==> src/rtl/bcd_serial_adder_pkg.sv <==
// rtl/bcd_serial_adder_pkg.sv - shared state encoding and BCD constants for the serial adder
package bcd_serial_adder_pkg;

  typedef enum logic [1:0] {
    S_IDLE  = 2'd0,
    S_RUN   = 2'd1,
    S_CARRY = 2'd2
  } state_t;

  localparam logic [4:0] BCD_MAX = 5'd9;
  localparam logic [3:0] BCD_ADJ = 4'd6;

endpackage

==> src/rtl/bcd_digit_add.sv <==
// rtl/bcd_digit_add.sv - single BCD digit add with decimal correction
module bcd_digit_add
  import bcd_serial_adder_pkg::*;
(
  input  logic [3:0] a,
  input  logic [3:0] b,
  input  logic       cin,
  output logic [3:0] s,
  output logic       cout
);

  logic [4:0] raw;

  always_comb begin
    raw  = {1'b0, a} + {1'b0, b} + {4'b0000, cin};
    cout = (raw > BCD_MAX);
    // Adding 6 skips the six unused codes so the low nibble wraps to the decimal digit.
    s    = cout ? (raw[3:0] + BCD_ADJ) : raw[3:0];
  end

endmodule

==> src/rtl/bcd_serial_adder.sv <==
// rtl/bcd_serial_adder.sv - serial LSD-first BCD adder with ready/valid digit streams
// Define BCD_SERIAL_ADDER_CHECK_EN to flag accepted operand digits above 9 on err.
module bcd_serial_adder
  import bcd_serial_adder_pkg::*;
#(
  parameter int MAX_DIGITS = 4
) (
  input  logic       Clock,
  input  logic       Resetn,
  input  logic       in_valid,
  output logic       in_ready,
  input  logic [3:0] a_digit,
  input  logic [3:0] b_digit,
  input  logic       in_last,
  output logic       out_valid,
  input  logic       out_ready,
  output logic [3:0] sum_digit,
  output logic       out_last,
  output logic       err
);

  localparam int CW = $clog2(MAX_DIGITS + 1);
  localparam logic [CW-1:0] MAX_CNT = CW'(MAX_DIGITS);

  state_t          state;
  state_t          state_next;
  logic            carry;
  logic [CW-1:0]   dcnt;
  logic [CW-1:0]   cnt_base;
  logic [CW-1:0]   cnt_inc;
  logic            in_fire;
  logic            out_fire;
  logic            slot_free;
  logic            final_beat;
  logic            forced_final;
  logic            carry_emit;
  logic            digit_err;
  logic            err_base;
  logic [3:0]      add_sum;
  logic            add_cout;

  bcd_digit_add u_digit_add (
    .a    (a_digit),
    .b    (b_digit),
    .cin  (carry),
    .s    (add_sum),
    .cout (add_cout)
  );

  assign slot_free = !out_valid || out_ready;
  assign out_fire  = out_valid && out_ready;
  assign in_fire   = in_valid && in_ready;

  // A result closing on this very edge frees the count and err for a beat accepted alongside it.
  assign cnt_base     = (out_fire && out_last) ? '0 : dcnt;
  assign err_base     = (out_fire && out_last) ? 1'b0 : err;
  assign cnt_inc      = cnt_base + CW'(1);
  assign final_beat   = in_last || (cnt_inc == MAX_CNT);
  assign forced_final = final_beat && !in_last;

`ifdef BCD_SERIAL_ADDER_CHECK_EN
  assign digit_err = ({1'b0, a_digit} > BCD_MAX) || ({1'b0, b_digit} > BCD_MAX);
`else
  assign digit_err = 1'b0;
`endif

  always_ff @(posedge Clock or negedge Resetn) begin
    if (!Resetn) begin
      state <= S_IDLE;
    end else begin
      state <= state_next;
    end
  end

  always_comb begin
    state_next = state;
    case (state)
      S_IDLE, S_RUN: begin
        if (in_fire) begin
          if (!final_beat) begin
            state_next = S_RUN;
          end else if (add_cout) begin
            state_next = S_CARRY;
          end else begin
            state_next = S_IDLE;
          end
        end
      end
      S_CARRY: begin
        if (slot_free) begin
          state_next = S_IDLE;
        end
      end
      default: state_next = S_IDLE;
    endcase
  end

  always_comb begin
    in_ready   = 1'b0;
    carry_emit = 1'b0;
    case (state)
      S_IDLE, S_RUN: in_ready   = slot_free;
      S_CARRY:       carry_emit = slot_free;
      default: begin
        in_ready   = 1'b0;
        carry_emit = 1'b0;
      end
    endcase
  end

  // Output register only reloads when the slot is empty or draining, so held beats stay stable.
  always_ff @(posedge Clock or negedge Resetn) begin
    if (!Resetn) begin
      carry     <= 1'b0;
      dcnt      <= '0;
      out_valid <= 1'b0;
      sum_digit <= 4'd0;
      out_last  <= 1'b0;
      err       <= 1'b0;
    end else if (in_fire) begin
      out_valid <= 1'b1;
      sum_digit <= add_sum;
      out_last  <= final_beat && !add_cout;
      err       <= err_base || forced_final || digit_err;
      carry     <= add_cout;
      dcnt      <= cnt_inc;
    end else if (carry_emit) begin
      out_valid <= 1'b1;
      sum_digit <= 4'd1;
      out_last  <= 1'b1;
      err       <= err_base;
      carry     <= 1'b0;
    end else if (out_fire) begin
      out_valid <= 1'b0;
      if (out_last) begin
        err  <= 1'b0;
        dcnt <= '0;
      end
    end
  end

endmodule

==> config.mk <==
export PLATFORM = sky130hd
export DESIGN_NAME = bcd_serial_adder
export DESIGN_NICKNAME = d
export VERILOG_FILES = /design/src/rtl/bcd_serial_adder_pkg.sv /design/src/rtl/bcd_digit_add.sv /design/src/rtl/bcd_serial_adder.sv
export SDC_FILE = /design/constraint.sdc
export NUM_CORES = 1
export LEC_CHECK = 0
export ABC_AREA = 1
export CAP_MARGIN = 15
export CORE_MARGIN = 2
export CORE_UTILIZATION = 32
export CTS_BUF_LIST = sky130_fd_sc_hd__clkbuf_4 sky130_fd_sc_hd__clkbuf_8
export DETAILED_ROUTE_END_ITERATION = 8
export GPL_ROUTABILITY_DRIVEN = 0
export HOLD_SLACK_MARGIN = 0.06
export PLACE_DENSITY_LB_ADDON = 0.1
export SYNTH_ARGS = -nofsm -noshare
export SYNTH_HDL_FRONTEND = slang
export SYNTH_SLANG_ARGS = --single-unit
==> constraint.sdc <==
create_clock -name Clock -period 2.6 [get_ports Clock]
set_input_delay 0.52 -clock Clock [delete_from_list [all_inputs] [get_ports Clock]]
set_output_delay 0.52 -clock Clock [all_outputs]
set_load 0.01 [all_outputs]
Word level (Yosys, flattened, before mapping). Index checks and enable logic that the tools add are counted.

Equality and inequality tests: 6. Reductions and logical operators: 21. $add $sub $neg: 4. Magnitude comparators: 1. Muxes and demuxes: 27.

Operators by type and width (count): $mux 3 (5); $mux 1 (14); $mux 4 (3); $mux 2 (4); $ne 2x2->1 const B (3); $reduce_bool 2->1 (3); $reduce_bool 3->1 (2); $add 4x4->5 (1); $add 5x1->5 (1); $gt 5x4->1 const B (1); $logic_and 1x1->1 (5); $add 4x3->4 const B (1); $pmux 2 s2 (1); $reduce_and 2->1 (2); $add 3x1->3 const B (1); $eq 3x3->1 const B (1); $logic_not 1->1 (3); $logic_or 1x1->1 (3); $reduce_and 3->1 (1); $eq 2x1->1 const B (1); $eq 2x2->1 const B (1); $logic_not 2->1 (1); $reduce_or 2->1 (1).

Output and inout bits: 8. Word-level logic and storage cells: 66. Register bits: 13. Bits of input ports: 13.

Logic depth before layout (Yosys ltp).
Depth after elaboration: 9. Gate-level depth with buffers: 14. Depth with buffers taken out: 14.

Cells and area by module. From an unflattened synthesis, not the netlist that was laid out.

Cells, all modules: 126. Area total of the unflattened synthesis: 932.1 sq um.

Modules (own cells, without submodules): bcd_serial_adder (cells each 79, sequential area each 325.3 sq um, instances 1, area an instance 631.9 sq um); bcd_digit_add (cells each 47, sequential area each 0.0 sq um, instances 1, area an instance 300.3 sq um).

Worst setup path before layout. No wires, ideal clock.

Kind: input-to-reg. Start point: input port a_digit[0]. End point: register sum_digit[3]. Library setup time: 0.116 ns. Data required time: 2.484 ns. Data arrival time: 2.275 ns. Slack: 0.209 ns. Path buffers: 0. Cell stages on the path: 13. Cell sequence: fa_1 fa_1 nand2_1 nand2_4 ha_1 inv_1 nor2_1 a21oi_2 nand2_2 nand2_4 nand3_1 nand2_1 nand2_1.

Word-level cells in the longest chain between the ends: 5.

RTL lines: start: declaration (line bcd_serial_adder.sv:12) `input logic [3:0] a_digit,`; $add 4x4->5 * (line bcd_digit_add.sv:15) `raw = {1'b0, a} + {1'b0, b} + {4'b0000, cin};`; $add 5x1->5 * (line bcd_digit_add.sv:15); $add 4x3->4 or $gt 5x4->1 (tied branches) (line bcd_digit_add.sv:18, bcd_digit_add.sv:16); $mux 4 * (line bcd_digit_add.sv:18) `s = cout ? (raw[3:0] + BCD_ADJ) : raw[3:0];`; $mux 4 * (line bcd_serial_adder.sv:120) `end else if (in_fire) begin`; end signal: assignment (line bcd_serial_adder.sv:122) `sum_digit <= add_sum;`; end: declaration (line bcd_serial_adder.sv:17) `output logic [3:0] sum_digit,`.

Every way passes the cells marked *; elsewhere a longest branch is shown, timed or not. A chain may end at the register's enable or synchronous reset.

Worst setup path after layout.
Start point: input port out_ready. End point: output port in_ready.

Word-level cells in the longest chain between the ends: 2.

RTL lines: start: declaration (line bcd_serial_adder.sv:16) `input logic out_ready,`; $logic_or 1x1->1 (line bcd_serial_adder.sv:50) `assign slot_free = !out_valid || out_ready;`; $mux 1 (line bcd_serial_adder.sv:101) `case (state)`; end: declaration (line bcd_serial_adder.sv:11) `output logic in_ready,`.

No other way between the ends.

==> flow_metrics.env <==
export IMPL_cp_end_kind="primary output"
export IMPL_synth_warnings=0
export IMPL_grt_max_degree=14
export IMPL_die_y_um=55.9
export IMPL_clk_latency_ns=0.27
export IMPL_synth_top_area_cell="dfrtp_1"
export IMPL_grt_use_total_pct=13.3
export IMPL_core_area_um2=2520
export IMPL_fmaxAchievable_mhz=443
export IMPL_worst_slew_pin_transition_ns=0.597
export IMPL_p_seq_share_pct=33.0
export IMPL_h_tree_depth=1
export IMPL_ys_ff_latch=13
export IMPL_portBuffers=20
export IMPL_final_nets=161
export IMPL_report_final_slew_viol_count=0
export IMPL_cts_root_buf="clkbuf_4"
export IMPL_final_cell_mix="nand2_1, clkdlybuf4s50_1, inv_1"
export IMPL_placed_area_um2=1140
export IMPL_clk_pin_slew_ns=0.08
export IMPL_die_area_um2=3130
export IMPL_syn_to_final_growth_pct=38.0
export IMPL_layout_commonest_cell="nand2_1"
export IMPL_vias=787
export IMPL_clockPowerShare_pct=12.5
export IMPL_hold_viol_final=0
export IMPL_arrival_ns=1.74
export IMPL_viasPerCell=4.66
export IMPL_grt_pass1_wl_mm=3.35
export IMPL_clockBufferDepth=2
export IMPL_power_internal_uw=645
export IMPL_combPwrFrac_pct=54.5
export IMPL_tritoncts="done"
export IMPL_drt_wirelength_per_cell_um=10.7
export IMPL_clock_skew_ns=0.00601
export IMPL_yosysUniqueCellTypes=20
export IMPL_hold_path_class="reg -> reg"
export IMPL_worstSetupPathType="in -> out"
export IMPL_drt_wl_total_mm=1.80
export IMPL_peakVddDrop_v=0.000394
export IMPL_drcViolationCount=0
export IMPL_syn_area_um2=862
export IMPL_required_ns=2.08
export IMPL_ys_seq_area_share_pct=37.7
export IMPL_relSlewSlack_pct=60.1
export IMPL_setup_tns_ns=0
export IMPL_switchingPower_uw=398
export IMPL_dp_hpwl_mm=1.47
export IMPL_fp_row_count=18
export IMPL_first_pass_iters=2
export IMPL_min_period_ns=2.26
export IMPL_antenna_found_initial=0
export IMPL_p_per_area_nw_per_um2=876
export IMPL_die_w_um=55.9
export IMPL_diodes=0
export IMPL_utilization_pct=47.2
export IMPL_start_util_pct=34.2
export IMPL_cts_buffers=3
export IMPL_synth_area_top_cells="dfrtp_1, nand2_1, ha_1"
export IMPL_grt_ovfl_total=0
export IMPL_worst_setup_path_start_kind="input port"
export IMPL_ant_nets=0
export IMPL_status="completed"
export IMPL_drtIter0Drc=16
export IMPL_period_share_pct=86.8
export IMPL_clock_sinks=13
export IMPL_synth_nets=130
export IMPL_final_area_um2=1190
export IMPL_syn_instance_count=109
export IMPL_sw_frac_of_total_pct=38.1
export IMPL_hold_buffers=0
export IMPL_leakage_nw=0.617
export IMPL_setup_viol=0
export IMPL_synth_top_area_share_pct=37.7
export IMPL_drive_above_1_share_pct=20.9
export IMPL_nFillCells=257
export IMPL_io_pins=21
export IMPL_crit_fanout=2
export IMPL_maxCapViolCount=0
export IMPL_first_global_vias=825
export IMPL_rsz0062_at_grt="no"
export IMPL_syn_avg_cell_area_um2=7.91
==> registers in the layout, indices dropped and copies added (netlist names) <==
signal     flops
sum_digit      4
dcnt           3
state          2
carry          1
err            1
out_last       1
out_valid      1
==> synth_stat cells, drive strengths merged <==
cell    count
a21boi      1
o21bai      1
nor2        8
fa          2
o22ai       2
nand2      36
inv        18
o21ai       4
ha          6
nand3      11
nor3        1
a21oi       6
dfrtp      13
==> critical path: stages <==
cell	delay, ns
clkdlybuf4s50_1	0.49
nor2_2	0.06
nor2_2	0.11
clkdlybuf4s50_1	0.55
==> power groups by stage <==
stage | Combinational [mW] | Sequential, mW | Clock (mW)
floorplan | 0.300 | 0.364 | 0
global placement | 0.558 | 0.349 | 0
detailed placement | 0.558 | 0.350 | 0
CTS | 0.567 | 0.345 | 0.141
global route | 0.644 | 0.355 | 0.148
finish | 0.568 | 0.344 | 0.130
==> cells by family after synthesis <==
family          Yosys count  share of synthesized area, %
fa+ha+maj                 8                          13.4
buf+inv                  18                          7.84
compound gates           14                          11.2
flops                    13                          37.7
simple gates             56                          29.9
==> stage by stage <==
| step | hold WS [ns] | cells | worst slack [ns] | total power, mW |
|---|---|---|---|---|
| 2_1_floorplan | 0.224 | 109 | 0.209 | 0.664 |
| 3_3_place_gp | 0.460 | 164 | -0.288 | 0.907 |
| 3_5_place_dp | 0.456 | 164 | -0.333 | 0.908 |
| 4_1_cts | 0.468 | 168 | 0.0261 | 1.05 |
| 5_1_grt | 0.493 | 169 | 0.248 | 1.15 |
| 6_report | 0.466 | 169 | 0.343 | 1.04 |
==> worst paths after layout <==
path,start,end,slack [ns],depth (start not counted)
setup / recovery,out_ready,in_ready,0.34,4
hold / removal,state[1],state[0],0.47,1
setup reg to reg,carry,sum_digit[2],0.41,12
hold reg to reg,state[1],state[0],0.47,1
max in group asynchronous,Resetn,err,1.58,1
min in group asynchronous,Resetn,state[0],0.63,1
==> per-layer routing <==
layer | vias to the layer above | wire (um) | part of all wire, % | GRT usage [%]
li1 | 408 | - | - | -
met1 | 368 | 803 | 45 | 16.0
met2 | 9 | 938 | 52 | 23.1
met3 | 2 | 38 | 2.1 | 2.79
met4 | 0 | 20 | 1.1 | 5.10
met5 | - | 0 | 0 | 0
==> repair_timing <==
action	CTS	global route
gates resized for setup	3	4
gates cloned	0	0
pin swaps	0	2
buffers inserted	0	1
endpoints found under the setup margin	3	4
hold endpoints to repair	0	0
==> cell type report <==
type | count | area (um^2) | area share, %
Clock buffer | 4 | 30.0 | 2.52
Inverter | 18 | 67.6 | 5.68
Multi-Input combinational cell | 78 | 479 | 40.3
Sequential cell | 13 | 325 | 27.3
Tap cell | 30 | 37.5 | 3.15
Timing Repair Buffer | 26 | 250 | 21.0
Power figures use the tool's default switching activity.
